File: src/rtl/fpu_div_iter.sv
// fpu_div_iter: multi-cycle IEEE-754 single-precision divider.
// Uses restoring significand division, round-to-nearest-even and flush-to-zero.
module fpu_div_iter #(
    parameter int DIV_BITS = 26
) (
    input  logic        i_clk,
    input  logic        i_reset,
    input  logic        i_start,
    input  logic        i_flush,
    input  logic [31:0] i_rs1_f,
    input  logic [31:0] i_rs2_f,
    output logic        o_busy,
    output logic        o_valid,
    output logic [31:0] o_fpu_data,
    output logic [4:0]  o_fflags
);
    localparam int CW = $clog2(DIV_BITS);
    localparam logic [DIV_BITS-1:0] LOW_MASK = (DIV_BITS'(1) << (DIV_BITS - 25)) - DIV_BITS'(1);

    typedef enum logic [1:0] {IDLE, DIV, ROUND, DONE} state_t;
    state_t state, state_d;

    logic                sign, special;
    logic [7:0]          ea, eb;
    logic [23:0]         mb;
    logic [24:0]         rem, diff;
    logic [DIV_BITS-1:0] quo, qn;
    logic [CW-1:0]       cnt;
    logic [31:0]         sp_data_q;
    logic [4:0]          sp_flags_q;
    logic                ge;

    logic [7:0]  a_exp, b_exp;
    logic        a_zero, b_zero, a_inf, b_inf, a_nan, b_nan, nv, sp_any, sp_sign;
    logic [31:0] sp_data;
    logic [4:0]  sp_flags;

    logic               norm, guard, sticky, rnd, ovf, unf;
    logic [23:0]        mant;
    logic [24:0]        mant_r;
    logic [22:0]        frac;
    logic signed [9:0]  exp_r;
    logic [31:0]        res;
    logic [4:0]         flg;

    // Subnormal operands are treated as zero, so exponent 0 alone means zero.
    assign a_exp   = i_rs1_f[30:23];
    assign b_exp   = i_rs2_f[30:23];
    assign a_zero  = a_exp == 8'h00;
    assign b_zero  = b_exp == 8'h00;
    assign a_nan   = (&a_exp) & (|i_rs1_f[22:0]);
    assign b_nan   = (&b_exp) & (|i_rs2_f[22:0]);
    assign a_inf   = (&a_exp) & ~(|i_rs1_f[22:0]);
    assign b_inf   = (&b_exp) & ~(|i_rs2_f[22:0]);
    assign sp_sign = i_rs1_f[31] ^ i_rs2_f[31];
    assign nv      = a_nan | b_nan | (a_zero & b_zero) | (a_inf & b_inf);
    assign sp_any  = nv | a_inf | b_inf | a_zero | b_zero;
    assign sp_data = nv ? 32'h7FC0_0000 :
                     (a_inf | b_zero) ? {sp_sign, 8'hFF, 23'd0} : {sp_sign, 31'd0};
    assign sp_flags = nv ? 5'b10000 : (b_zero & ~a_inf) ? 5'b01000 : 5'b00000;

    assign ge   = rem >= {1'b0, mb};
    assign diff = ge ? rem - {1'b0, mb} : rem;

    // Quotient lies in [0.5, 2): a clear MSB means one extra left shift.
    assign norm   = quo[DIV_BITS-1];
    assign qn     = norm ? quo : quo << 1;
    assign mant   = qn[DIV_BITS-1 -: 24];
    assign guard  = qn[DIV_BITS-25];
    assign sticky = (|rem) | (|(qn & LOW_MASK));
    assign rnd    = guard & (sticky | mant[0]);
    assign mant_r = {1'b0, mant} + {24'd0, rnd};
    assign frac   = mant_r[24] ? mant_r[23:1] : mant_r[22:0];
    assign exp_r  = $signed({2'b00, ea} - {2'b00, eb} + 10'd127 - {9'd0, ~norm} + {9'd0, mant_r[24]});
    assign ovf    = exp_r >= 10'sd255;
    assign unf    = exp_r <= 10'sd0;
    assign res    = ovf ? {sign, 8'hFF, 23'd0} : unf ? {sign, 31'd0} : {sign, exp_r[7:0], frac};
    assign flg    = ovf ? 5'b00101 : unf ? 5'b00011 : {4'b0000, guard | sticky};

    assign o_busy = state != IDLE;

    always_comb begin
        state_d = state;
        case (state)
            IDLE:    if (i_start && !i_flush) state_d = sp_any ? ROUND : DIV;
            DIV:     state_d = i_flush ? IDLE : (cnt == CW'(DIV_BITS - 1)) ? ROUND : DIV;
            ROUND:   state_d = i_flush ? IDLE : DONE;
            default: state_d = IDLE;
        endcase
    end

    always_ff @(posedge i_clk or negedge i_reset) begin
        if (!i_reset) begin
            state      <= IDLE;
            sign       <= 1'b0;
            special    <= 1'b0;
            ea         <= '0;
            eb         <= '0;
            mb         <= '0;
            rem        <= '0;
            quo        <= '0;
            cnt        <= '0;
            sp_data_q  <= '0;
            sp_flags_q <= '0;
            o_valid    <= 1'b0;
            o_fpu_data <= '0;
            o_fflags   <= '0;
        end else begin
            state   <= state_d;
            o_valid <= (state == ROUND) && !i_flush;
            if (state == IDLE && i_start && !i_flush) begin
                sign       <= sp_sign;
                ea         <= a_exp;
                eb         <= b_exp;
                mb         <= {1'b1, i_rs2_f[22:0]};
                rem        <= {2'b01, i_rs1_f[22:0]};
                quo        <= '0;
                cnt        <= '0;
                special    <= sp_any;
                sp_data_q  <= sp_data;
                sp_flags_q <= sp_flags;
            end
            if (state == DIV) begin
                rem <= diff << 1;
                quo <= {quo[DIV_BITS-2:0], ge};
                cnt <= cnt + 1'b1;
            end
            if (state == ROUND && !i_flush) begin
                o_fpu_data <= special ? sp_data_q : res;
                o_fflags   <= special ? sp_flags_q : flg;
            end
        end
    end
endmodule

File: config.mk
export PLATFORM = sky130hd
export DESIGN_NAME = fpu_div_iter
export DESIGN_NICKNAME = d
export VERILOG_FILES = /design/src/rtl/fpu_div_iter.sv
export SDC_FILE = /design/constraint.sdc
export NUM_CORES = 1
export LEC_CHECK = 0
export CAP_MARGIN = 0
export CORE_MARGIN = 5
export CORE_UTILIZATION = 31
export DETAILED_ROUTE_END_ITERATION = 10
export SLEW_MARGIN = 0
export SYNTH_ARGS = -nofsm -noshare
export SYNTH_HDL_FRONTEND = slang
export SYNTH_SLANG_ARGS = --single-unit
File: constraint.sdc
create_clock -name i_clk -period 7.4 [get_ports i_clk]
set_clock_uncertainty 0.2 [all_clocks]
set_input_delay 2.22 -clock i_clk [delete_from_list [all_inputs] [get_ports i_clk]]
set_output_delay 2.22 -clock i_clk [all_outputs]
set_load 0.02 [all_outputs]
# Yosys cells after proc, flatten, opt, wreduce, memory -nomap -nowiden
# Cells that the tools add are included.
# W data, S select, Z words.
[op_classes] div=0 muxes=25 bitwise=24 reduce_logical=15 magnitude_cmp=3 mul=0 shifts=0 addsub=7 n_eq_ne=4
[op_table] operator="$mux W31" n=3
[op_table] operator="$mux W26" n=3
[op_table] operator="$mux W32" n=2
[op_table] operator="$mux W25" n=2
[op_table] operator="$reduce_or A23 Y1" n=2
[op_table] operator="$add A24 B1 Y25" n=1
[op_table] operator="$ge A25 B24 Y1" n=1
[op_table] operator="$reduce_or A25 Y1" n=1
[op_table] operator="$mux W24" n=1
[op_table] operator="$sub A24 B24 Y24" n=1
[op_table] operator="$mux W23" n=1
[op_table] operator="$mux W5" n=4
[op_table] operator="$logic_not A8 Y1" n=2
[op_table] operator="$reduce_and A8 Y1" n=2
[op_table] operator="$mux W2" n=6
[op_table] operator="$or A1 B1 Y1" n=11
[op_table] operator="$add A10 B1 Y10" n=1
[op_table] operator="$add A9 B8 Y10 const B" n=1
[op_table] operator="$ge A10 B9 Y1 const B" n=1
[op_table] operator="$le A10 B1 Y1 const B" n=1
[op_table] operator="$sub A10 B1 Y10" n=1
[op_table] operator="$sub A8 B8 Y9" n=1
[op_table] operator="$and A1 B1 Y1" n=8
[op_table] operator="$pmux W2 S3" n=1
[op_table] operator="13 further kinds" n=20
[word_totals] ram_bits=0 elab_cells=92 latch_bits=0 in_bits=68 n_memories=0 ff_bits=175 romBits=0 output_inout_bits=39

# Longest topological paths before layout
# Gate-level depths: netlist of the first run.
[logic_depth] depth_word=12 depth_mapped=25 mapped_depth_nobuf=21

# Worst setup path before layout of the first run
# OpenSTA, ideal clock, no wires.
[synth_path] path_kind="reg-to-reg" from="reg quo[25]" to="reg o_fpu_data[11]" synth_period_minus_slack_ns=5.587 path_stages_with_launch=26 t_arrival_ns=5.266 path_slack_ns=1.813 t_required_ns=7.079 path_buffers=6 setup_ns=0.121 path_cell_list="dfrtp_1 buf_6 buf_2 buf_1 buf_1 clkbuf_1 mux2_2 ha_1 nand4bb_1 nor4_1 and3_1 xnor2_1 ha_1 a21o_1 ha_1 inv_1 fa_1 nor2b_1 o31a_1 o31a_1 a21oi_1 or4_1 nand4_1 nor2b_1 buf_2 a22o_1"
[synth_between] elab_chain_cells=10 elab_cells_between_ends=14 cone_classes="add/sub (3); order compare (2); mux (5); bitwise (4)"
[synth_rtl] element="start, declared" line_no="27" source="logic [DIV_BITS-1:0] quo, qn;"
[synth_rtl] element="start signal, assigned" line_no="125" source="quo <= {quo[DIV_BITS-2:0], ge};"
[synth_rtl] element="$mux W26" line_no="67" source="assign qn = norm ? quo : quo << 1;"
[synth_rtl] element="$or A1 B1 Y1" line_no="70" source="assign sticky = (|rem) | (|(qn & LOW_MASK));"
[synth_rtl] element="$or A1 B1 Y1" line_no="71" source="assign rnd = guard & (sticky | mant[0]);"
[synth_rtl] element="$and A1 B1 Y1" line_no="71"
[synth_rtl] element="$add A24 B1 Y25" line_no="72" source="assign mant_r = {1'b0, mant} + {24'd0, rnd};"
[synth_rtl] element="$add A10 B1 Y10" line_no="74" source="assign exp_r = $signed({2'b00, ea} - {2'b00, eb} + 10'd127 - {9'd0, ~norm} + {9'd0, mant_r[24]});"
[synth_rtl] element="$le A10 B1 Y1" line_no="76" source="assign unf = exp_r <= 10'sd0;"
[synth_rtl] element="$mux W31" line_no="77" source="assign res = ovf ? {sign, 8'hFF, 23'd0} : unf ? {sign, 31'd0} : {sign, exp_r[7:0], frac};"
[synth_rtl] element="$mux W31 *" line_no="77"
[synth_rtl] element="$mux W32 *" line_no="129" source="o_fpu_data <= special ? sp_data_q : res;"
[synth_rtl] element="end signal, assigned" line_no="129"
[synth_rtl] element="end, declared" line_no="14" source="output logic [31:0] o_fpu_data,"
# Mark *: on every way between the ends. The rest lies on a longest branch, timed or not.
# A chain may end at the register's enable or synchronous reset.

# Worst setup path after layout of the first run
[layout_path] from="reg quo[25]" to="reg o_fpu_data[19]"
# Same word-level chain as after synthesis.

==> results of run 1 <==
-- sequential cells by signal, summed over array words and instances (netlist names) --
signal,count
quo,26
sign,1
rem,25
o_fflags,5
sp_data_q,3
ea,8
sp_flags_q,1
mb,24
o_fpu_data,32
cnt,5
eb,8
special,1
state,2
o_valid,1
-- worst paths after layout --
check / end / cells after the start
setup / recovery: o_fpu_data[19]$_DFFE_PN0P_ / 20
max in group asynchronous: rem[24]$_DFFE_PN0P_ / 2
setup reg to reg: o_fpu_data[19]$_DFFE_PN0P_ / 20
hold / removal: mb[23]$_DFFE_PN0P_ / 2
min in group asynchronous: o_fpu_data[9]$_DFFE_PN0P_ / 1
hold reg to reg: mb[23]$_DFFE_PN0P_ / 2
-- layout make-up --
cell class	instances	area [µm²]
tap	390	488
clock buffer	17	425
clock inverter	15	191
inverter	54	203
sequential	142	3550
timing repair buffer	114	1130
multi-input combinational	848	5280
fill	3092	18400
-- per-stage QoR --
step / setup WS, ps / power [µW] / hold slack, ps / util, % / cell area [µm²]
after CTS: 1240 / 4040 / 257 / 38.0 / 11300
after detailed placement: 1250 / 3110 / 241 / 36.0 / 10700
after floorplan: 1810 / 2600 / 218 / - / 9280
after global placement: 1440 / 3080 / 231 / 36.0 / 10700
after global routing: 689 / 4380 / 277 / 38.0 / 11300
final: 1270 / 4020 / 252 / 38.0 / 11300
-- layer usage --
metal	wire length, µm	vias to the layer above
met1	11500	3883
met3	1160	23
li1	-	4030
met5	0	-
met2	11700	168
met4	319	0
-- tightest hold or removal path, cell delays in order (launching register included) --
cell,delay (ps)
dfrtp_1,330
inv_1,50
nand2_1,50
-- logic make-up (layout without fill, tap and decap cells) --
logic type | count (synthesis) | in the layout | share of synthesized area [%]
AO/OA/AOI/OAI | 279 | 279 | 19.0
XOR/XNOR | 52 | 52 | 4.91
adder cells (fa/ha/maj) | 46 | 46 | 6.44
buffers and inverters | 116 | 200 | 5.00
flip-flops | 142 | 142 | 38.3
multiplexers | 34 | 34 | 3.88
AND/OR/NAND/NOR | 437 | 437 | 22.4
-- report_power, final --
part           internal, µW  total [µW]  switching (µW)
registers               929        1070             143
clock network           516         906             391
logic                   881        2040            1160
-- Yosys cell counts (15+ instances only) --
| library cell | number | share of area [%] |
|---|---|---|
| nand2_1 | 200 | 8.1 |
| inv_1 | 54 | 2.2 |
| a22o_1 | 15 | 1.4 |
| dfrtp_1 | 142 | 38 |
| xnor2_1 | 30 | 2.8 |
| and3_1 | 19 | 1.3 |
| a21oi_1 | 60 | 3.2 |
| o21ai_0 | 89 | 4.8 |
| nand4_1 | 15 | 1.0 |
| clkbuf_1 | 41 | 1.7 |
| a21o_1 | 16 | 1.3 |
| nor4_1 | 22 | 1.5 |
| ha_1 | 43 | 5.8 |
| a211oi_1 | 17 | 1.4 |
| mux2i_1 | 27 | 2.9 |
| nor2_1 | 69 | 2.8 |
| xor2_1 | 22 | 2.1 |
| nand3_1 | 38 | 2.0 |
==> run summary, run 1 <==
The first detailed-routing pass ran for 5 iterations. Clock tree synthesis inserted a total of 17 buffers. The met2 routing resource usage after global routing came out at 25.3%. Of the available clock period, the critical path in the final layout requires 82.8%.

The floorplan die area is 33500 µm². Setup repair after global routing left no endpoint under its margin. The initial utilization of the core area, before any placement, comes to 31.3%.

For this design, the sink count on the clock tree is 142. In this run, the number of DRC markers left after iteration 0 of detailed routing was 576. In the global route stage, met3 resource usage came out at 2.56%.

0 antenna diodes ended up in the layout. The run gives 0 as the number of antenna violations at the first check in global routing. The critical path goes through nand2_1 -> a21boi_0 -> ha_1 -> nand4bb_1 -> nor4_1 -> and3_1 -> xnor2_1 -> ha_1 -> a21o_1 -> ha_1 -> inv_1 -> fa_1 -> nor2b_1 -> o31a_1 -> o31a_1 -> nor2_1 -> a211oi_1 -> nand4_1 -> nor2b_1 -> a22o_1. The minimum setup slack among reg-to-reg paths is 1270 ps. The worst setup path is of the register to register kind.

In the layout the commonest cells are nand2_1 (200), dfrtp_1 (141), clkdlybuf4s50_1 (105). In this run, placement finished with an instance count of 1548. Synthesis produced a netlist whose cell count is 1106. In this run, synthesis inferred 0 flip-flops with an integrated enable. The run gives 1291 as the count of nets after finishing. The logs give 18000 µm for the placed wire-length estimate and 0.861 for the last weighted congestion value of the routability-driven placer. The number of buffers inserted by hold repair at cts was 0.

The tools report the final-report setup violation count as 0. The tree is rooted in a clkbuf_16. Counting every net in the synthesized netlist gives 1220. Once the clock tree was built, the setup fixing pass inserted 0 buffers.

The synthesis-to-layout area growth is 21.5%, and the clock latency reported for the late side of the worst-skew pair is 430 ps. Cells with a size suffix above 1 make up 5.88% of the layout. The largest single stage delay on the critical path is 1050 ps. The worst setup path is captured at a register.

The initialized floorplan defines 63 standard-cell rows. For the first-pass GRT wire length, the log shows 41300 µm. Global routing consumed, over all layers together, 14.9% of the routing resources.

The total I/O pin count was 107. The slowest stage of the critical path belongs to the cell dfrtp_2. The worst setup path is launched from a register. Buffers placed on the I/O ports in this run total 106. Number of buffer and inverter instances along the worst setup path: 1.

The most utilized layer in the global route result was met2. The run finished with clean final reports. The tools report the startpoint of the worst setup timing path as quo[25]$_DFFE_PN0P_.

The count of non-filler cells in the finished layout was 1580; the worst-case vdd ir drop was 0.161 mV. Among cell families on the critical path, the largest total delay comes from simple AND/OR/NAND/NOR gates. The time the worst path needs with I/O delays and setup is 6130 ps, and the detailed-route vias per instance is 5.13.

The library cell used most frequently in the layout, excluding fill and tap cells, is nand2_1. For the worst-case clock buffer depth, the log shows 2. Synthesis instantiated 75 different standard cells from the library. The width of the chip was 183 µm. TritonCTS built the clock tree. The total overflow reported by the global router was 0; the synthesized flop and latch total was 142. The number of global-route vias before repair was 8117. The cell seen most often among critical-path stages is ha_1.

The largest fanout on the critical path came out at 53. Power spread over the standard cell area amounts to 357 nW/µm². The logs give 19.8% for the routing usage on met1 and 9280 µm² for the post-synthesis instance area. The worst hold path begins at mb[23]$_DFFE_PN0P_.

At the worst endpoint, the arrival time is 6290 ps. The tools report the final hold violation count as 0. Summed over all layers, the routed wires come to 24700 µm. Entering global routing, the biggest net connects 126 pins. The startpoint identified for the worst register-to-register timing path is quo[25]$_DFFE_PN0P_. For this block, the via count after detailed routing is 8104.

The highest achievable clock rate is 0.163 GHz, and the required time of the critical path is 7560 ps. Adding up every negative setup slack in the final design gives 0 ps. The routed length per instance works out to 15.6 µm. For the share of synthesized area occupied by flip-flops and latches, the log shows 38.3%. For the tightest slew margin relative to the limit, the log shows 31.3%. The most used flip-flop cell after synthesis is dfrtp_1. The max-cap check violation count was 0; the chip height was 183 µm. After clock tree synthesis, the clock-pin slew on the worst setup and hold paths is 70 ps. The transition time at the pin with the least slew margin is 1030 ps. Averaged over all synthesized cells, the footprint is 8.39 µm².

The tools report the Yosys warning count as 0. The async set-or-reset flop fraction in the synthesized netlist was 100%. The min-delay analysis places its worst path in the category register to register.

The logs give 0.00472 µW for the leakage power and 0 for the count of nets left with antenna violations after detail routing. The floorplan step defined a core boundary enclosing 29600 µm². The logs give 0 for the post-cts sizing count and 4 for the level count of the clock H-tree. The logs give 0 for the number of slew-limit violations in the final report and 0 for the number of remaining DRC errors.
Power figures use the tool's default switching activity.
==> run 2, diff against run 1 <==
==> constraint.sdc (replaced) <==
create_clock -name i_clk -period 5.7 [get_ports i_clk]
set_clock_uncertainty 0.2 [all_clocks]
set_input_delay 1.71 -clock i_clk [delete_from_list [all_inputs] [get_ports i_clk]]
set_output_delay 1.71 -clock i_clk [all_outputs]
set_load 0.02 [all_outputs]
==> run 2 against run 1 <==
  * Combinational power increased by 30%
  * Die area unchanged
  * First-iteration DRC count decreased by 4.0%
  * Worst setup slack got worse by 800 ps
  * Worst hold slack got worse by 3.7 ps
  * Sequential power increased by 30%
  * Clock power increased by 30%
  * Via count increased by 0.42%
  * Critical endpoint is now o_fflags[0]$_DFFE_PN0P_
  * Largest power group unchanged
  * Highest routed layer unchanged
==> run summary, run 2 (synthesis gave the netlist of run 1 again) <==
The count of inserted antenna diode cells was 0 (unchanged). The final-report setup violation count was 0 (unchanged); the relative contribution of sequential cells to total power was 26.7% (about the same). Data arrival time of the worst path: 5380 ps (-910 ps). The power per cell area is 461 nW/µm² (+29%), and the total I/O pin count is 107 (unchanged). For the post-route setup TNS, the log shows 0 ps (unchanged). Share of cells above drive strength 1: 6.36% (+0.48 points). The flip-flop count of the largest register after layout was 32 (unchanged); the number of buffers created by CTS was 17 (unchanged).

For the combinational share of power, the log shows 50.7% (about the same). The library cell used most frequently in the layout, excluding fill and tap cells, is nand2_1. TritonCTS built the clock tree. The worst-case vdd ir drop is 0.193 mV (+20%), and the transition time at the pin with the least slew margin is 992 ps (-38.3 ps).

The flow ran to the end, and the final reports show no timing, DRC or antenna violations. The run gives 97 (-23%) as the maximum number of pins on one net before global-route repair. The chip height is 183 µm (unchanged), and the net switching fraction of the power is 42.1% (-0.090 points).

Level count of the clock H-tree: 4 (unchanged). The kind of end point of the critical path was a register. The logs give 2 (unchanged) for the worst-case clock buffer depth and 18400 µm (+2.0%) for the placed wire-length estimate.

The count of fill cells added during filler insertion is 3049 (-1.4%), and the count of nets left with antenna violations after detail routing is 0 (unchanged). Required time of the critical path: 5850 ps (-1710 ps). Last weighted congestion value of the routability-driven placer: 0.875 (+1.7%). The tools report the number of slew-limit violations in the final report as 0 (unchanged). For the first-pass GRT wire length, the log shows 41000 µm (-0.82%). Time the worst path needs with I/O delays and setup: 5230 ps (-899 ps). The clock latency reported for the late side of the worst-skew pair came out at 420 ps (about the same). For the number of vias after detailed routing, the log shows 8138 (+0.42%). Share of the clock period used by the worst path after layout: 91.8% (+8.9 points). The path type of the worst min-delay path was register to register. The detailed router's first-iteration violation count was 553 (-4.0%); the leakage power was 0.00474 µW (+0.50%). The logs give 7849 (-3.3%) for the number of global-route vias before repair and 2200 µW (+29%) for the net load switching power. The run gives 22.5% (about the same) as the portion of total power attributed to the clock network. For the tightest slew margin relative to the limit, the log shows 33.8% (+2.6 points).

The row count was 63 (unchanged); the count of buffers from port buffering was 106 (unchanged). The width of the chip was 183 µm (unchanged); the max-cap check violation count was 0 (unchanged). The logs give 142 (unchanged) for the number of sinks on the clock net and 0.191 GHz (+17%) for the highest achievable clock rate. Register containing the most flip-flops in the final layout: o_fpu_data. For the internal power contribution, the log shows 3020 µW (+30%). The largest fanout on the critical path works out to 20 (-62%). For the detailed-route wire length, the log shows 24500 µm (-0.84%).

The largest registers in the layout are o_fpu_data: 32 flops, quo: 26 flops, rem: 25 flops. The tools report the area of the placeable core as 29600 µm² (unchanged). The number of remaining DRC errors is 0 (unchanged), and the all-layer global routing usage is 14.8% (-0.16 points). The final hold violation count was 0 (unchanged).

The run gives 0 (unchanged) as the number of antenna violations at the first check in global routing. Setup repair after global routing left no endpoint under its margin. The routed length per instance works out to 15.5 µm (-1.2%). The tools report the CTS root buffer as clkbuf_16. The tools report the count of nets after finishing as 1296 (+0.39%). For the iteration count of the initial detailed-routing pass, the log shows 5 (unchanged). The critical path startpoint category was a register.

The logs give 31.3% (unchanged) for the initial core utilization and 38.2% (+0.14 points) for the final standard cell utilization of the core. The register clock-pin slew on the reported worst setup and hold paths is 60 ps (about the same). The logs give 0 (unchanged) for the total overflow reported by the global router and 33500 µm² (unchanged) for the floorplan die area. Type of the worst setup path: register to register. The detailed-route vias per instance is 5.13 (+0.10%), and the synthesis-to-layout area growth is 21.9%. Leaving out fill and tap cells, the most frequent cells in the layout are nand2_1 (200), dfrtp_1 (141), clkdlybuf4s50_1 (105).
-- run 2: changes by cell type in the layout (fill, tap and decap cells not counted) --
cell and change:
nor2b_2 +1, buf_4 +5, nor2b_1 -1, clkinv_4 -2, inv_8 +1, clkinvlp_4 +1
-- run 2: metal layers --
layer	vias up	wire [µm]	global-route usage, %	part of all wire, %
met5	-	0	0	0
met4	0	286	2.98	1.2
met3	23	1180	3.03	4.8
met2	181	11400	24.2	47
met1	3889	11600	20.4	48
li1	4045	-	-	-
-- run 2: power by group through the flow --
stage / combinational, µW / sequential (µW) / clock (µW)
global placement: 2590 / 1410 / 0
CTS: 2630 / 1390 / 1200
detailed placement: 2610 / 1410 / 0
floorplan: 2000 / 1380 / 0
finish: 2650 / 1390 / 1180
global route: 2980 / 1420 / 1250
-- run 2: per-stage QoR --
| step | area [µm²] | hold slack [ps] | instances | worst slack, ps | total power [µW] |
|---|---|---|---|---|---|
| after floorplan | 9280 | 218 | 1106 | 113 | 3380 |
| after global placement | 10700 | 232 | 1553 | 516 | 4000 |
| after detailed placement | 10700 | 237 | 1553 | 357 | 4020 |
| after CTS | 11300 | 254 | 1585 | 347 | 5230 |
| after global routing | 11300 | 292 | 1585 | 110 | 5650 |
| final | 11300 | 249 | 1585 | 470 | 5220 |
-- run 2: path summary, 6_finish.rpt --
check	slack, ps	cells past startpoint	startpoint	endpoint
max	470	21	quo[25]$_DFFE_PN0P_	o_fflags[0]$_DFFE_PN0P_
min	250	2	mb[23]$_DFFE_PN0P_	mb[23]$_DFFE_PN0P_
max reg2reg	470	21	quo[25]$_DFFE_PN0P_	o_fflags[0]$_DFFE_PN0P_
min reg2reg	250	2	mb[23]$_DFFE_PN0P_	mb[23]$_DFFE_PN0P_
max in group asynchronous	3200	2	i_reset	cnt[0]$_DFFE_PN0P_
min in group asynchronous	1170	1	i_reset	o_fpu_data[10]$_DFFE_PN0P_
-- run 2: critical path: stages, from the launching register on --
cell	delay, ps
dfrtp_2	550
inv_1	180
nand2_1	100
a21boi_0	180
ha_1	280
nand4bb_1	210
nor4_1	310
and3_1	280
xnor2_1	140
ha_1	170
a21o_1	90
ha_1	190
inv_1	70
fa_1	390
nor2b_1	170
o31a_1	200
o31a_1	160
a21oi_1	70
or4_1	560
o2bb2a_1	300
nor3_1	200
o21bai_1	150
-- run 2: layout make-up --
class	count	area (µm²)	share of cell area, %
inverter	54	203	1.79
sequential	142	3550	31.4
clock inverter	15	193	1.70
clock buffer	17	425	3.76
timing repair buffer	119	1170	10.4
tap	390	488	4.31
multi-input combinational	848	5280	46.7
-- run 2: repair_timing --
item / in CTS / in global routing
setup buffers: 0 / 0
endpoints found under the setup margin: 0 / 11
resized for setup: 0 / 1
hold buffers: 0 / 0
==> run 3, diff against run 2 <==
--- a/config.mk
+++ b/config.mk
@@ -7,8 +7,9 @@
 export LEC_CHECK = 0
 export CAP_MARGIN = 0
 export CORE_MARGIN = 5
-export CORE_UTILIZATION = 31
+export CORE_UTILIZATION = 57
 export DETAILED_ROUTE_END_ITERATION = 10
+export PLACE_DENSITY = 0.81
 export SLEW_MARGIN = 0
 export SYNTH_ARGS = -nofsm -noshare
 export SYNTH_HDL_FRONTEND = slang
==> run 3 against run 2 <==
  * First-iteration DRC count grew 22%
  * Non-clock buffer count shrank 2
  * Utilization grew 31 points
  * Final cell count shrank 11%
  * Routed wire length shrank 5.1%
  * Combinational power is essentially flat
  * Critical path type unchanged
==> run summary, run 3 (synthesis gave the netlist of run 1 again) <==
The chip height was 138 µm (-25%); the cell area after layout was 11100 µm² (-2.1%). The area of the placeable core is 15900 µm² (-46%), and the required time of the critical path is 5810 ps (-40 ps). Count of fill cells added during filler insertion: 1290 (-58%).

The largest registers in the layout are o_fpu_data: 32 flops, quo: 26 flops, rem: 25 flops. The number of buffer and inverter instances along the worst setup path is 3 (+1), and the stage delay of the slowest cell on the critical path is 580 ps (+20 ps). The tools report the count of non-filler cells in the finished layout as 1409 (-11%). TritonCTS built the clock tree. The most common library cell in the layout ignoring fill and taps is nand2_1. The run gives 4 (unchanged) as the level count of the clock H-tree. The row count was 46 (-27%). STA classifies the critical path endpoint as a register.

The initial core utilization was 58.2% (+27 points); the data arrival time of the worst path was 5450 ps (+70 ps). The maximum number of pins on one net before global-route repair is 126 (+30%), and the largest fanout on the critical path is 15 (-25%). Leaving out fill and tap cells, the most frequent cells in the layout are nand2_1 (200), dfrtp_1 (141), clkdlybuf4s50_1 (105).

The tree is rooted in a clkbuf_16. The detailed-route vias per instance is 5.89 (+15%), and the last weighted congestion value of the routability-driven placer is 0.910 (+4.0%). The tools report the detailed-route wire length as 23300 µm (-5.1%).

The logs give 0 (unchanged) for the final hold violation count and 39300 µm (-4.2%) for the first-pass GRT wire length. The count of inserted antenna diode cells came out at 0 (unchanged). Setup repair after global routing left no endpoint under its margin. Count of nets left with antenna violations after detail routing: 0 (unchanged). The run gives 0 (unchanged) as the max-cap check violation count. The run gives 6 (+1) as the iteration count of the initial detailed-routing pass. Count of nets after finishing: 1294 (-0.15%).

Width of the chip: 138 µm (-25%). Detailed router's first-iteration violation count: 674 (+22%). The run gives 0 (unchanged) as the number of slew-limit violations in the final report. Among all stages on the critical path, the largest delay is contributed by or4_1.

The placed wire-length estimate is 16800 µm (-8.7%), and the pre-CTS setup slack is 208 ps (-150 ps). The number of buffers created by CTS was 17 (unchanged); the highest achievable clock rate was 0.187 GHz (-2.1%). The run gives 0 (unchanged) as the number of buffers inserted by hold repair at cts.

The transition time at the pin with the least slew margin is 894 ps (-98.6 ps). Cell seen most often among critical-path stages: ha_1. On the critical path the largest part of the delay comes from simple AND/OR/NAND/NOR gates. The count of buffers from port buffering is 106 (unchanged), and the flip-flop count of the largest register after layout is 32 (unchanged). For the setup slack after layout, the log shows 360 ps (-110 ps). The type of the worst setup path was register to register. Time the worst path needs with I/O delays and setup: 5340 ps (+110 ps). Traced cell by cell, the critical path runs through inv_1 -> nand2_1 -> a21boi_0 -> ha_1 -> nand4bb_1 -> nor4_1 -> and3_1 -> xnor2_1 -> ha_1 -> a21o_1 -> ha_1 -> inv_1 -> fa_1 -> nor2b_1 -> o31a_1 -> o31a_1 -> a21oi_1 -> or4_1 -> nand4_1 -> buf_4 -> nor2b_4 -> a22o_1. The routed length per instance is 16.5 µm (+6.8%), and the clock latency reported for the late side of the worst-skew pair is 420 ps (about the same). The logs give 8023 (+2.2%) for the number of global-route vias before repair and 0 ps (unchanged) for the post-route setup TNS. The number of vias after detailed routing is 8303 (+2.0%), and the leakage power is 0.00473 µW (-0.20%). The worst hold slack is 259 ps (+10.3 ps).

The total overflow reported by the global router was 0 (unchanged). The register clock-pin slew on the reported worst setup and hold paths came out at 60 ps (about the same). The share of the clock period used by the worst path after layout is 93.7% (+1.9 points). The most critical setup path has its startpoint at quo[25]$_DFFE_PN0P_.

The number of sinks on the clock net was 142 (unchanged). The run gives 0.259 mV (+34%) as the worst-case vdd ir drop. The area after detailed placement came out at 10500 µm² (-2.2%). The tools report the hold path startpoint as mb[23]$_DFFE_PN0P_.

The run finished with clean final reports. The tools report the number of antenna violations at the first check in global routing as 0 (unchanged). The final-report setup violation count came out at 0 (unchanged).

The power per cell area works out to 470 nW/µm² (+1.9%). In this run the worst hold path is classified as register to register. The tools report the number of buffers added for setup after CTS as 0 (unchanged). The floorplan die area is 18900 µm² (-43%), and the share of cells above drive strength 1 is 5.95% (-0.41 points). The all-layer global routing usage was 25.7% (+11 points). The tools report the number of cells in the design after placement as 1377 (-11%). For the worst-case clock buffer depth, the log shows 2 (unchanged). Register containing the most flip-flops in the final layout: o_fpu_data. The synthesis-to-layout area growth was 19.4%. The total I/O pin count is 107 (unchanged). Critical path startpoint category: a register. The tightest slew margin relative to the limit is 40.4% (+6.6 points). Worst reg2reg path startpoint: quo[25]$_DFFE_PN0P_. The run gives 0 (unchanged) as the number of remaining DRC errors.
## run 3: cell count changes in the layout (fill, tap and decap cells not counted), sizes merged
cell	change
clkbuf	+6
clkinvlp	+1
buf	-2
bufinv	+1
clkinv	+1
inv	-9
## run 3: stage by stage
step | utilization [%] | total power, µW
detailed placement | 65.6 | 3990
finish | 69.5 | 5210
CTS | 69.5 | 5190
floorplan | - | 3380
global route | 69.5 | 5610
global placement | 65.6 | 3930
## run 3: final timing paths
kind	endpoint	slack, ps	cells past startpoint
min	mb[23]$_DFFE_PN0P_	260	2
max reg2reg	o_fpu_data[21]$_DFFE_PN0P_	360	22
max in group asynchronous	cnt[3]$_DFFE_PN0P_	3240	2
max	o_fpu_data[21]$_DFFE_PN0P_	360	22
min in group asynchronous	eb[6]$_DFFE_PN0P_	1130	1
min reg2reg	mb[23]$_DFFE_PN0P_	260	2
## run 3: cell type report
type	count	area [µm²]	share of cell area, %
Sequential cell	142	3550	32.1
Inverter	54	203	1.83
Multi-Input combinational cell	848	5290	47.7
Clock inverter	9	133	1.20
Tap cell	216	270	2.44
Clock buffer	23	478	4.31
Timing Repair Buffer	117	1160	10.4
## run 3: routing by layer
layer	wire, µm	up-vias	GRT usage [%]	part of all wire (%)
met2	11200	285	43.1	48
met5	0	-	0	0
met1	10100	3924	33.9	44
met4	544	0	8.37	2.3
li1	-	4040	-	-
met3	1420	54	4.46	6.1
## run 3: where the power goes
| part | leakage, µW | switching [µW] | internal, µW |
|---|---|---|---|
| Combinational | 0.00261 | 1520 | 1140 |
| Sequential | 0.00183 | 184 | 1210 |
| Clock | 0.000294 | 426 | 724 |
## run 3: tightest hold or removal path, stage by stage, from the launching register on
cell and delay [ps]:
dfrtp_1 320, inv_1 60, nand2_1 50
## run 3: timing repair
item / 4_1_cts / 5_1_grt
gates resized for setup: 0 / 2
setup endpoints to repair: 0 / 11
endpoints found under the hold margin: 0 / 0
==> variant 1, RTL diff (config.mk and constraints of run 3) <==
Put one more register stage on the output `o_fflags`. The value now appears one clock later. The other outputs are not delayed to match.
--- a/src/rtl/fpu_div_iter.sv
+++ b/src/rtl/fpu_div_iter.sv
@@ -18,6 +18,8 @@
     localparam logic [DIV_BITS-1:0] LOW_MASK = (DIV_BITS'(1) << (DIV_BITS - 25)) - DIV_BITS'(1);
 
     typedef enum logic [1:0] {IDLE, DIV, ROUND, DONE} state_t;
+
+    logic [4:0] o_fflags_s0;
     state_t state, state_d;
 
     logic                sign, special;
@@ -104,7 +106,7 @@
             sp_flags_q <= '0;
             o_valid    <= 1'b0;
             o_fpu_data <= '0;
-            o_fflags   <= '0;
+            o_fflags_s0 <= '0;
         end else begin
             state   <= state_d;
             o_valid <= (state == ROUND) && !i_flush;
@@ -127,9 +129,13 @@
             end
             if (state == ROUND && !i_flush) begin
                 o_fpu_data <= special ? sp_data_q : res;
-                o_fflags   <= special ? sp_flags_q : flg;
+                o_fflags_s0 <= special ? sp_flags_q : flg;
             end
         end
     end
+    always_ff @(posedge i_clk) begin
+        o_fflags <= o_fflags_s0;
+    end
+
 endmodule
 
Behaviour: not the same (a bounded check fails within 4 cycles, from zero or initial values and one cycle with i_reset low).
==> variant 1 against run 3 <==
- maximum frequency is 2.1% lower
- area after synthesis hardly changed
- largest power group unchanged
- total power shrank 0.97%
- setup slack lost 120 ps
- first-iteration DRC count fell by 6.4%
- wire length is 1.4% lower
- sequential cell count increased by 5
- cell area up 0.52%
- sequential share of layout area is 0.73 points higher
- critical path depth increased by 1
- critical path type unchanged
==> variant 1: results (changes against run 3) <==
status finished clean (unchanged); via count 8273 (was 8303); GPL Wtd Cong 0.926 (was 0.910); RR Endpoint o_fpu_data[17] (was o_fpu_data[21]); met3 wire len 1.42 mm (about the same); syn_nets 1215 (was 1220); met3 GRT Util 4.02% (was 4.46%); Hold Crit Depth 0 (was 2); worst vdd ir 266 uV (was 259 uV); M1 wire length 10.3 mm (was 10.1 mm); post-DP HPWL 16.4 mm (was 16.8 mm); pin count of the biggest net entering global routing 122 (was 126); Avg Inst Size Synth 8.43 sq um (was 8.39 sq um); adder-cell area share of the yosys netlist 6.45% (was 6.44%); met2 Usage GRT 38.2% (was 43.1%); top post-synthesis cells by count nand2_1 (219), dfrtp_1 (142), o21ai_0 (93) (was nand2_1 (200), dfrtp_1 (142), o21ai_0 (89)); Worst Hold End o_fflags[1] (was mb[23]); placed cells 1371 (was 1377); Initial DRT Pass Iterations 8 (was 6); Total GRT Usage 24.3% (was 25.7%); grt met1 use 33.5% (was 33.9%); DR WL/cell 16.3 microns (was 16.5 microns); largest cells by area after synthesis dfrtp_1 (38%), nand2_1 (8.9%), ha_1 (5.8%) (was dfrtp_1 (38%), nand2_1 (8.1%), ha_1 (5.8%)); Synth cell types 70 (was 75); slowest stage delay, CP 580 ps (about the same); placed cell area 10500 sq um (about the same); DR iter-0 viols 631 (was 674); Slew HR 23.5% (was 40.4%); asr flop ratio synth 96.6% (was 100%); XOR/XNOR share of the synthesized area 5.48% (was 4.91%); fraction of layout cells with a size suffix above 1 7.04% (was 5.95%); FF-to-FF path depth 23 (was 22); Slowest-stage cell, CP or4_4 (was or4_1); P_leak 4.79 nW (was 4.73 nW); post-DR vias/cell 5.87 (was 5.89); Hold Slack 179 ps (was 259 ps); Place WS -138 ps (was 208 ps); WL met2 10.6 mm (was 11.2 mm); critical path startpoint category flip-flop (unchanged); first-pass GRT wire length 36.8 mm (was 39.3 mm); crit path max fanout 8 (was 15); mux cell area share after synthesis 3.49% (was 3.88%); CP arrival 5610 ps (was 5450 ps); vias in the first global route 7697 (was 8023); area delta synth->final 20.1% (was 19.4%); initial antenna violation count 0 (unchanged); R2R setup slack 250 ps (was 360 ps); hold wc startpoint o_fflags_s0[1] (was mb[23]); Synth Area in Compound Gates 18.4% (was 19.0%); register area share after synthesis 39.4% (was 38.3%)
variant 1: worst max path at each step:
stage	endpoint	slack, ps	cells after the start
final	o_fpu_data[17]	250	23
after detailed placement	o_fpu_data[25]	-140	21
after floorplan	o_fpu_data[4]	1	28
after global placement	o_fpu_data[21]	100	23
after global routing	o_fpu_data[17]	-8	23
after CTS	o_fpu_data[25]	40	21
variant 1: what timing repair did:
action,4_1_cts,5_1_grt
resized for setup,1,7
pin swaps,0,7
hold buffers,0,0
endpoints found under the setup margin,14,19
buffers inserted,1,4
gates cloned,0,1
variant 1: power breakdown:
part	total, W	switching (W)	internal (W)
Combinational	0.00265	0.00152	0.00113
Sequential	0.00145	0.000195	0.00125
Clock	0.00106	0.000457	0.000602
Total	0.00515	0.00217	0.00298
variant 1: area by class of cell:
type / instances / area, sq um
timing repair buffer: 122 / 1190
multi-input combinational: 839 / 5270
sequential: 147 / 3650
clock buffer: 17 / 425
tap: 216 / 270
clock inverter: 15 / 133
inverter: 53 / 199
fill: 1303 / 4800
==> variant 2, RTL diff (settings of run 3) <==
Made on the original files. Set the parameter `DIV_BITS` to 52 (it was 26).
--- a/src/rtl/fpu_div_iter.sv
+++ b/src/rtl/fpu_div_iter.sv
@@ -1,7 +1,7 @@
 // fpu_div_iter: multi-cycle IEEE-754 single-precision divider.
 // Uses restoring significand division, round-to-nearest-even and flush-to-zero.
 module fpu_div_iter #(
-    parameter int DIV_BITS = 26
+    parameter int DIV_BITS = 52
 ) (
     input  logic        i_clk,
     input  logic        i_reset,
Function: no difference found for any inputs over 10 cycles, from zero or initial values and one cycle with i_reset low; that may be too few to reach the edited logic, so the function may still have changed.
==> variant 2 against run 3 <==
- total power is 6.5% higher
- die area is 10% higher
- cell count is 10% higher
- worst hold slack better by 1.5 ps
- maximum frequency is 0.21% lower
- setup slack worse by 11 ps
- sequential cell count is 27 higher
- combinational power is 4% higher
- cell area is 10% higher
- wire length is 15% higher
- area after synthesis is 11% higher
- global-route usage is 0.48 points higher
==> variant 2: results (changes against run 3) <==
via count 9250 (was 8303); Slowest-stage cell, CP a2111o_1 (was or4_1); # fillers 1396 (was 1290); fraction of layout cells with a size suffix above 1 6.03% (was 5.95%); met2 Usage GRT 43.5% (was 43.1%); met3 wire len 1.52 mm (was 1.42 mm); vias in the first global route 8913 (was 8023); buffer share of cell area 10.2% (was 10.4%); pin count of the biggest net entering global routing 150 (was 126); crit path max fanout 12 (was 15); Synth cell types 70 (was 75); biggest regs quo x52, o_fpu_data x32, rem x25 (was o_fpu_data x32, quo x26, rem x25); FF+latch area 4230 sq um (was 3550 sq um); DR iter-0 viols 873 (was 674); top post-synthesis cells by count nand2_1 (313), dfrtp_1 (169), o21ai_0 (118) (was nand2_1 (200), dfrtp_1 (142), o21ai_0 (89)); grt met1 use 35.1% (was 33.9%); PostCTS Resize Cnt 1 (was 0); Nets 1427 (was 1294); DR WL/cell 17.1 microns (was 16.5 microns); Place WS -5.91 ps (was 208 ps); worst vdd ir 320 uV (was 259 uV); Slew HR 36.2% (was 40.4%); post-DP HPWL 18.5 mm (was 16.8 mm); Hold Slack 260 ps (was 259 ps); FF-to-FF path depth 23 (was 22); clock power share 21.3% (was 22.1%); GPL Wtd Cong 0.923 (was 0.910); WL met2 12.8 mm (was 11.2 mm); hold wc startpoint mb[23] (unchanged); largest cells by area after synthesis dfrtp_1 (41%), nand2_1 (11%), o21ai_0 (5.7%) (was dfrtp_1 (38%), nand2_1 (8.1%), ha_1 (5.8%)); critical path startpoint category flip-flop (unchanged); Clock-cell share 4.89% (was 5.51%); R2R Path Start quo[51] (was quo[25]); slowest stage delay, CP 470 ps (was 580 ps); multi-input combinational area share 46.2% (was 47.7%); Initial DRT Pass Iterations 8 (was 6); status finished clean (unchanged); number of multi-input logic gates 944 (was 848); syn_nets 1349 (was 1220); M1 wire length 11.7 mm (was 10.1 mm); Max Clk Rate 0.187 GHz (about the same); number of non-clock buffers 128 (was 117); P_leak 5.26 nW (was 4.73 nW); crit-path leading delay family compound AO/OA/AOI/OAI gates (was simple AND/OR/NAND/NOR gates); clk_lat worst skew 440 ps (was 420 ps); first-pass GRT wire length 43.9 mm (was 39.3 mm); Sw Ratio 42.6% (was 40.9%); Comb. pwr 0.00277 W (was 0.00266 W); Critical Path End o_fpu_data[22] (was o_fpu_data[21]); Synth Cell Area 10300 sq um (was 9280 sq um); switching power 0.00236 W (was 0.00213 W); met3 GRT Util 4.10% (was 4.46%); Total GRT Usage 26.2% (was 25.7%); CP arrival 5460 ps (was 5450 ps)
variant 2: cell types whose count changed after synthesis, moves of 8 or more:
cell	delta
a21oi_1	-12
a31oi_1	+15
dfrtp_1	+27
nand2_1	+113
o21ai_1	-8
nor2_1	-20
clkbuf_1	+17
nand3_1	-14
a32o_1	+10
o21ai_0	+29
nand4_1	+8
mux2i_1	-8
a211oi_1	-9
variant 2: cells by family after synthesis:
logic type      count (synthesis)  share of synthesized area (%)
buf+inv                       124                           4.88
fa+ha+maj                      45                           5.69
xor+xnor                       58                           4.94
compound gates                294                           18.2
mux                            21                           2.07
flops                         169                           41.1
simple gates                  525                           23.1
variant 2: stage by stage:
| stage | area, sq um | std cells |
|---|---|---|
| floorplan | 10300 | 1236 |
| global placement | 11500 | 1516 |
| detailed placement | 11500 | 1516 |
| CTS | 12100 | 1549 |
| global route | 12200 | 1556 |
| finish | 12200 | 1556 |
